==> src/rtl/snn_input_loader.sv <==
// snn_input_loader: image-side front end for snn_core.
// Receives a 784-pixel binary image as 98 LSB-first bytes on a valid/ready
// stream and buffers it. After the last byte it pulses start, serves the
// core's pixel reads with one-cycle latency, captures digit on done, and
// holds it on a result/ack handshake.
//
// Ports:
//   clk, rst_n           clock, synchronous active-low reset
//   rx_data/valid/ready  pixel byte stream (ready is combinational)
//   load_clr             abort/resync back to LOAD
//   addr_input_unit      core pixel read address
//   q_input              registered pixel read data
//   start                one-cycle core start pulse
//   done, digit          core completion and classification
//   result, result_valid held classification
//   result_ack           consumer acknowledge
module snn_input_loader #(
    parameter int unsigned NUM_PIXELS = 784,
    parameter int unsigned NUM_BYTES  = 98
) (
    input  logic       clk,
    input  logic       rst_n,
    input  logic [7:0] rx_data,
    input  logic       rx_valid,
    output logic       rx_ready,
    input  logic       load_clr,
    input  logic [9:0] addr_input_unit,
    output logic       q_input,
    output logic       start,
    input  logic       done,
    input  logic [3:0] digit,
    output logic [3:0] result,
    output logic       result_valid,
    input  logic       result_ack
);
    localparam int unsigned CNT_W  = 7;
    localparam int unsigned ADDR_W = 10;

    typedef enum logic [1:0] {
        LOAD      = 2'd0,
        START     = 2'd1,
        WAIT_DONE = 2'd2,
        RESULT    = 2'd3
    } state_e;

    state_e           state_q, state_d;
    logic [CNT_W-1:0] byte_cnt_q, byte_cnt_d;
    logic             q_input_q, q_input_d;
    logic             start_q, start_d;
    logic [3:0]       result_q, result_d;
    logic             result_valid_q, result_valid_d;
    logic             pix_we;
    logic             accept;
    logic [7:0]       pix_mem [NUM_BYTES];

    // Ready depends only on state, load_clr and reset, never on rx_valid.
    assign rx_ready = rst_n && (state_q == LOAD) && !load_clr;
    assign accept   = rx_ready && rx_valid;

    // Next-state and register updates; load_clr overrides every other event.
    always_comb begin
        state_d        = state_q;
        byte_cnt_d     = byte_cnt_q;
        result_d       = result_q;
        result_valid_d = result_valid_q;
        pix_we         = 1'b0;
        if (load_clr) begin
            state_d        = LOAD;
            byte_cnt_d     = '0;
            result_valid_d = 1'b0;
        end else begin
            case (state_q)
                LOAD: begin
                    if (accept) begin
                        pix_we = 1'b1;
                        if (byte_cnt_q == CNT_W'(NUM_BYTES - 1)) begin
                            byte_cnt_d = '0;
                            state_d    = START;
                        end else begin
                            byte_cnt_d = byte_cnt_q + CNT_W'(1);
                        end
                    end
                end
                START: begin
                    state_d = WAIT_DONE;
                end
                WAIT_DONE: begin
                    if (done) begin
                        result_d       = digit;
                        result_valid_d = 1'b1;
                        state_d        = RESULT;
                    end
                end
                RESULT: begin
                    if (result_ack) begin
                        result_valid_d = 1'b0;
                        state_d        = LOAD;
                    end
                end
                default: begin
                    state_d = LOAD;
                end
            endcase
        end
        // Registered so start is high exactly during the START cycle.
        start_d = (state_d == START);
    end

    // Pixel read: word a[9:3], bit a[2:0]; out-of-image addresses read 0.
    always_comb begin
        q_input_d = 1'b0;
        if (addr_input_unit < ADDR_W'(NUM_PIXELS)) begin
            q_input_d = pix_mem[addr_input_unit[9:3]][addr_input_unit[2:0]];
        end
    end

    // Image buffer, written only on accepted bytes in LOAD.
    always_ff @(posedge clk) begin
        if (pix_we) begin
            pix_mem[byte_cnt_q] <= rx_data;
        end
    end

    // Control and output registers.
    always_ff @(posedge clk) begin
        if (!rst_n) begin
            state_q        <= LOAD;
            byte_cnt_q     <= '0;
            q_input_q      <= 1'b0;
            start_q        <= 1'b0;
            result_q       <= '0;
            result_valid_q <= 1'b0;
        end else begin
            state_q        <= state_d;
            byte_cnt_q     <= byte_cnt_d;
            q_input_q      <= q_input_d;
            start_q        <= start_d;
            result_q       <= result_d;
            result_valid_q <= result_valid_d;
        end
    end

    assign q_input      = q_input_q;
    assign start        = start_q;
    assign result       = result_q;
    assign result_valid = result_valid_q;

endmodule

==> config.mk <==
export PLATFORM = sky130hd
export DESIGN_NAME = snn_input_loader
export DESIGN_NICKNAME = d
export VERILOG_FILES = /design/src/rtl/snn_input_loader.sv
export SDC_FILE = /design/constraint.sdc
export NUM_CORES = 1
export LEC_CHECK = 0
export CORE_UTILIZATION = 40
export DETAILED_ROUTE_END_ITERATION = 8
export GPL_TIMING_DRIVEN = 0
export HOLD_SLACK_MARGIN = 0.02
export SYNTH_ARGS = -nofsm -noshare
export SYNTH_HDL_FRONTEND = slang
export SYNTH_SLANG_ARGS = --single-unit
==> constraint.sdc <==
create_clock -name clk -period 3.3 [get_ports clk]
set_input_delay 0.495 -clock clk [delete_from_list [all_inputs] [get_ports clk]]
set_output_delay 0.495 -clock clk [all_outputs]
set_load 0.02 [all_outputs]
## After elaboration in Yosys (flattened, before gate mapping)

Memory sizes are Yosys's and may differ from the RTL's.
Cells that the tools add are included.

| storage, ports and cells | value |
|---|---|
| flip-flop bits (word level) | 16 |
| memory bits (writable) | 784 |
| input bits | 28 |
| output and inout port bits | 8 |
| word-level logic and storage cells | 47 |
| memories | 1 |

Memory list:

| memory | depth | width | rd ports | clocked after Yosys merged registers in | write ports | RTL line | RTL |
|---|---|---|---|---|---|---|---|
| pix_mem | 98 | 8 | 1 | 0 | 1 | 54 | `logic [7:0] pix_mem [NUM_BYTES];` |

| cells by class | value |
|---|---|
| $add $sub $neg | 1 |
| order comparisons | 2 |
| eq/ne operators | 7 |
| multiplexer cells | 17 |
| bitwise operators | 2 |
| reduce and logical (&&, ||, !) cells | 11 |

Operators by type and width:

| operator | count |
|---|---|
| 10-bit < comparator, second input constant | 1 |
| 2-bit two-way mux | 5 |
| 1-bit two-way mux | 8 |
| 2-bit one-hot mux with 4 select lines | 1 |
| 7-bit by 1-bit adder with 7-bit output, second input constant | 1 |
| 7-bit == test, second input constant | 1 |
| 7-bit two-way mux | 1 |
| 3-bit AND reduction | 2 |
| 2-bit by 1-bit == test with 1-bit output, second input constant | 2 |
| 2-bit == test, second input constant | 2 |
| 3-bit by 4-bit < comparator with 1-bit output, second input constant | 1 |
| 2-bit != test, second input constant | 2 |
| 2-bit AND reduction | 2 |
| 1-bit binary-select mux with 3-bit select | 1 |
| 1-bit logical AND | 3 |
| 2-bit logical NOT | 1 |
| 1-bit inverter | 2 |
| 1-bit one-hot mux with 2 select lines | 1 |
| 2-bit nonzero test | 1 |
| 2-bit OR reduction | 1 |
| 1-bit logical NOT | 1 |

## Longest topological paths before layout

| depth | value |
|---|---|
| depth after elaboration | 9 |
| mapped depth | 14 |
| depth with buffers taken out | 8 |

## Least setup slack after synthesis

OpenSTA, ideal clock, no wires.

| timing path | value |
|---|---|
| path type | in2reg |
| start point | input port load_clr |
| end point | memory pix_mem[24][0], enable pin |
| library setup time | 0.370 ns |
| arrival time | 2.398 ns |
| data required time | 2.930 ns |
| setup slack | 0.532 ns |
| stages on the path | 6 |
| buffers on the path | 0 |
| cells stage by stage | nand2b_1 -> nor3_1 -> nand2_1 -> nor3_1 -> nand3_1 -> nor2_1 |

| between the ends | value |
|---|---|
| longest elaborated chain between the ends | 8 |

RTL lines:

| element | RTL line | RTL |
|---|---|---|
| start, declared | 26 | `input logic load_clr,` |
| 1-bit logical NOT | 57 | `assign rx_ready = rst_n && (state_q == LOAD) && !load_clr;` |
| 1-bit logical AND | 57 |  |
| named net rx_ready | 25 | `output logic rx_ready,` |
| 1-bit logical AND | 58 | `assign accept = rx_ready && rx_valid;` |
| 1-bit two-way mux | 74 | `if (accept) begin` |
| 1-bit two-way mux | 72 | `case (state_q)` |
| 1-bit two-way mux | 67 | `if (load_clr) begin` |
| 1-bit two-way mux | 119 | `if (pix_we) begin` |
| 1-bit two-way mux (not written as such) | 120 | `pix_mem[byte_cnt_q] <= rx_data;` |
| end, declared | 54 |  |

The timed path passes the listed nets, and every way through them passes these cells.

## Worst setup path after layout

| timing path | value |
|---|---|
| start point | input port addr_input_unit[5] |
| end point | register q_input_q (netlist: q_input) |

| between the ends | value |
|---|---|
| longest elaborated chain between the ends | 3 |
| elaborated cells between the ends (all ways) | 5 |
| classes of those cells | 1 x order compare; 2 x mux; 1 x reduce/logical; 1 x memory |

RTL lines:

| element | RTL line | RTL |
|---|---|---|
| start, declared | 27 | `input logic [9:0] addr_input_unit,` |
| memory read 98 x 8 bit | -- |  |
| 1-bit binary-select mux with 3-bit select | 113 | `q_input_d = pix_mem[addr_input_unit[9:3]][addr_input_unit[2:0]];` |
| 1-bit two-way mux (not written as such) | 113 |  |
| end signal, assigned | 136 | `q_input_q <= q_input_d;` |
| end, declared | 48 | `logic q_input_q, q_input_d;` |

Parallel ways exist; a longest one is shown, timed or not. The select of a mux whose other input is x is not followed.
A chain may end at the register's enable or synchronous reset.

==> flow_summary.yaml <==
outcome:
  status: "finished, violations left"
  violations: "negative setup slack"
floorplanning:
  io_pins: 36
  die_area_sq_um: 80800
  start_util: 0.404
  core_sq_um: 78900
  rows: 103
  dieHeight_um: 284
  fp.dieW_um: 284
drt:
  wl_met1_mm: 38.9
  vias: 17400
  ant_nets: 0
  post-route-drc-count: 0
  highest_layer: "met4"
  wl_met2_mm: 45.1
  finalWirelength_mm: 98.6
  route.met3.wl_mm: 10.2
  drt-initial-drc-count: 2455
  dr.pass1.iters: 5
  routedWlPerCell_um: 34.2
  vias_per_cell: 6.05
cells_and_area:
  fill_cells: 6704
  instances_no_fill: 2879
  drive_above_1_share: 0.232
  layout_common_cells: "edfxtp_1, mux2i_1, mux4_2"
  layout.nets: 1796
  antenna_cells: 0
  multi_input_area_sq_um: 7580
  ff_latch_area_sq_um: 23900
  fin_area_sq_um: 36900
  final_common_cell: "edfxtp_1"
  area_growth_syn_to_layout_pct: 15.8
critical_path:
  crit_required_ps: 3790
  worstPathArrival_ps: 4000
  critPathTopFamily: "buffers and inverters"
  cp-end-kind: "flop"
  cp_max_fo: 10
  rr_startpoint: "byte_cnt_q[0]$_SDFFE_PP0N_"
  cpPeakStageDelay_ps: 560
  crit_buf_inv: 4
  startpoint_type: "input pin"
  path_class: "in2reg"
  rrSetupSlack_ps: 130
  cp_cell_sequence: "clkdlybuf4s50_1, clkbuf_4, buf_2, buf_2, a21oi_1, nor3_1, a2111oi_1, o221a_2, o32ai_2"
  cp_slowest_cell: "clkdlybuf4s50_1"
  reg2reg_to: "pix_mem[73][5]$_DFFE_PP_"
  worstRegToRegCells: 4
  path_common_cell: "buf_2"
place:
  dp_slack_ps: -1820
  place_inst: 2731
  io_buffers: 33
  post_dp_cell_area_sq_um: 33800
  dp_hpwl_mm: 63.5
  place.gp.congestion: 0.943
cts:
  htreeDepth: 3
  clockRootBuffer: "clkbuf_16"
  cts_buffer_depth: 3
  numCtsBuffers: 83
  clk_pin_slew_ps: 60
  cts_tree: "yes"
  clk_latency_ps: 640
  cts.sinks: 800
synth:
  synth.net_count: 1665
  synth.largest_area_cell: "edfxtp_1"
  syn_area_per_cell_sq_um: 19.5
  synth_seq_cells: 800
  synth_top_flop_cell: "edfxtp_1"
  yosysSeqAreaShare: 0.749
  netlist_area_sq_um: 31900
  async_reset_ff_frac: 0
  synth_edf_count: 784
  synthCells: 1635
  yosys-top-cells-area: "edfxtp_1, mux4_2, mux2i_1, mux4_1, nor2_1"
  synth_cell_types: 62
  ys_warn_count: 0
  synth_top_area_share: 0.739
sta:
  finClkSkew_ps: 24.7
  fmax_ghz: 0.284
  worst_pin_slew_ps: 1480
  layout_min_cycle_time_ps: 3520
  min_period_over_period: 1.07
  fin_ws_ps: -216
  maxSlewHeadroom: 0.0142
  drv_slew: 0
  hold_viol_final: 0
  rsz0062_at_grt: "true"
  setup_viol_count_final: 25
pwr:
  p_leak_nw: 11.7
  p_int_mw: 17.3
  pwr-share-clk: 0.436
  power.share.sequential: 0.506
  combPwrFrac: 0.058
  powerDensity_nw_per_um2: 597
  p_sw_mw: 4.76
  p_total_mw: 22.0
  switching_share: 0.216
  peakVddDrop_mv: 0.344
grt:
  grt_usage: 0.245
  grt_overflow: 0
  grt_max_degree: 99
  antenna_found_initial: 1
  grt_pass1_wl_mm: 135
  grt_pass1_vias: 17200
worst_hold_path:
  min_from: "rx_data[7]"
  hold_end: "pix_mem[39][7]$_DFFE_PP_"
  whs_path_depth: 1
  hold_path.class: "in2reg"
flow_run:
  maxCapViolations: 0
==> power by group through the flow <==
stage / logic (mW) / clock network, mW / registers (mW)
after global routing: 1.30 / 10.0 / 11.1
final: 1.27 / 9.61 / 11.2
after CTS: 1.24 / 9.66 / 11.2
after global placement: 1.19 / 0 / 11.4
after detailed placement: 1.23 / 0 / 11.4
after floorplan: 0.575 / 0 / 11.4
==> per-layer routing <==
layer / global-route usage / vias to the layer above
met5: 0 / -
met4: 0.103 / 0
met3: 0.0618 / 196
met2: 0.375 / 1037
met1: 0.332 / 9155
li1: - / 7023
==> state kept, by name, summed over array words and instances, names as in the netlist <==
name / cells
pix_mem: 784
byte_cnt_q: 7
result: 4
state_q: 2
q_input: 1
result_valid: 1
start: 1
==> worst register-to-register path: stages (launching register included) <==
cell and delay (ps):
dfxtp_1 360, clkbuf_1 330, nand3b_1 510, clkbuf_1 650, nor2_1 940
==> worst max-delay path by stage <==
stage	start	depth (start not counted)	end
floorplan	load_clr	6	pix_mem[24][0]$_DFFE_PP_
global placement	addr_input_unit[4]	11	q_input$_SDFF_PN0_
CTS	addr_input_unit[4]	12	q_input$_SDFF_PN0_
detailed placement	addr_input_unit[4]	11	q_input$_SDFF_PN0_
finish	addr_input_unit[5]	9	q_input$_SDFF_PN0_
global route	rst_n	7	pix_mem[59][5]$_DFFE_PP_
==> cells by family (layout without fill, tap and decap cells) <==
logic type,count (synthesis),count (layout),share of synthesized area
and+or+nand+nor,272,272,0.0391
adders and majority gates,2,2,0.000785
xor gates and xnor gates,5,5,0.00137
DFF,800,800,0.749
buffers and inverters,102,296,0.0235
AOI/OAI and AO/OA,177,177,0.0406
muxes,277,277,0.146
==> Yosys cell counts, types with 17 or more instances <==
cell type	instances
nand2_1	42
o221ai_1	42
o22ai_1	17
a21oi_1	36
buf_2	17
mux4_1	30
mux4_2	111
nor3_1	21
clkbuf_1	30
nor2_1	131
mux2i_1	133
edfxtp_1	784
==> metrics by stage <==
stage               hold slack (ps)  TNS [ps]   util
floorplan                       496         0      -
global placement                503  -1314900  0.425
detailed placement              518   -571570  0.428
CTS                             264      -292  0.467
global route                    299     -4660  0.468
finish                          285     -1230  0.468
==> cell type report <==
cell class | count | share of cell area
multi-input cells | 733 | 0.205
plain buffers | 93 | 0.0219
clock buffers | 100 | 0.0611
well taps | 1050 | 0.0356
inverters | 9 | 0.000983
repair buffers | 46 | 0.0149
flip-flops and latches | 800 | 0.646
clock inverters | 48 | 0.0139
==> what timing repair did <==
item,4_1_cts,5_1_grt
gates resized for setup,111,46
endpoints found under the hold margin,0,0
setup buffers,0,0
setup endpoints to repair,509,73
hold buffers,0,0
No activity file was read; power rests on OpenSTA's default activity.
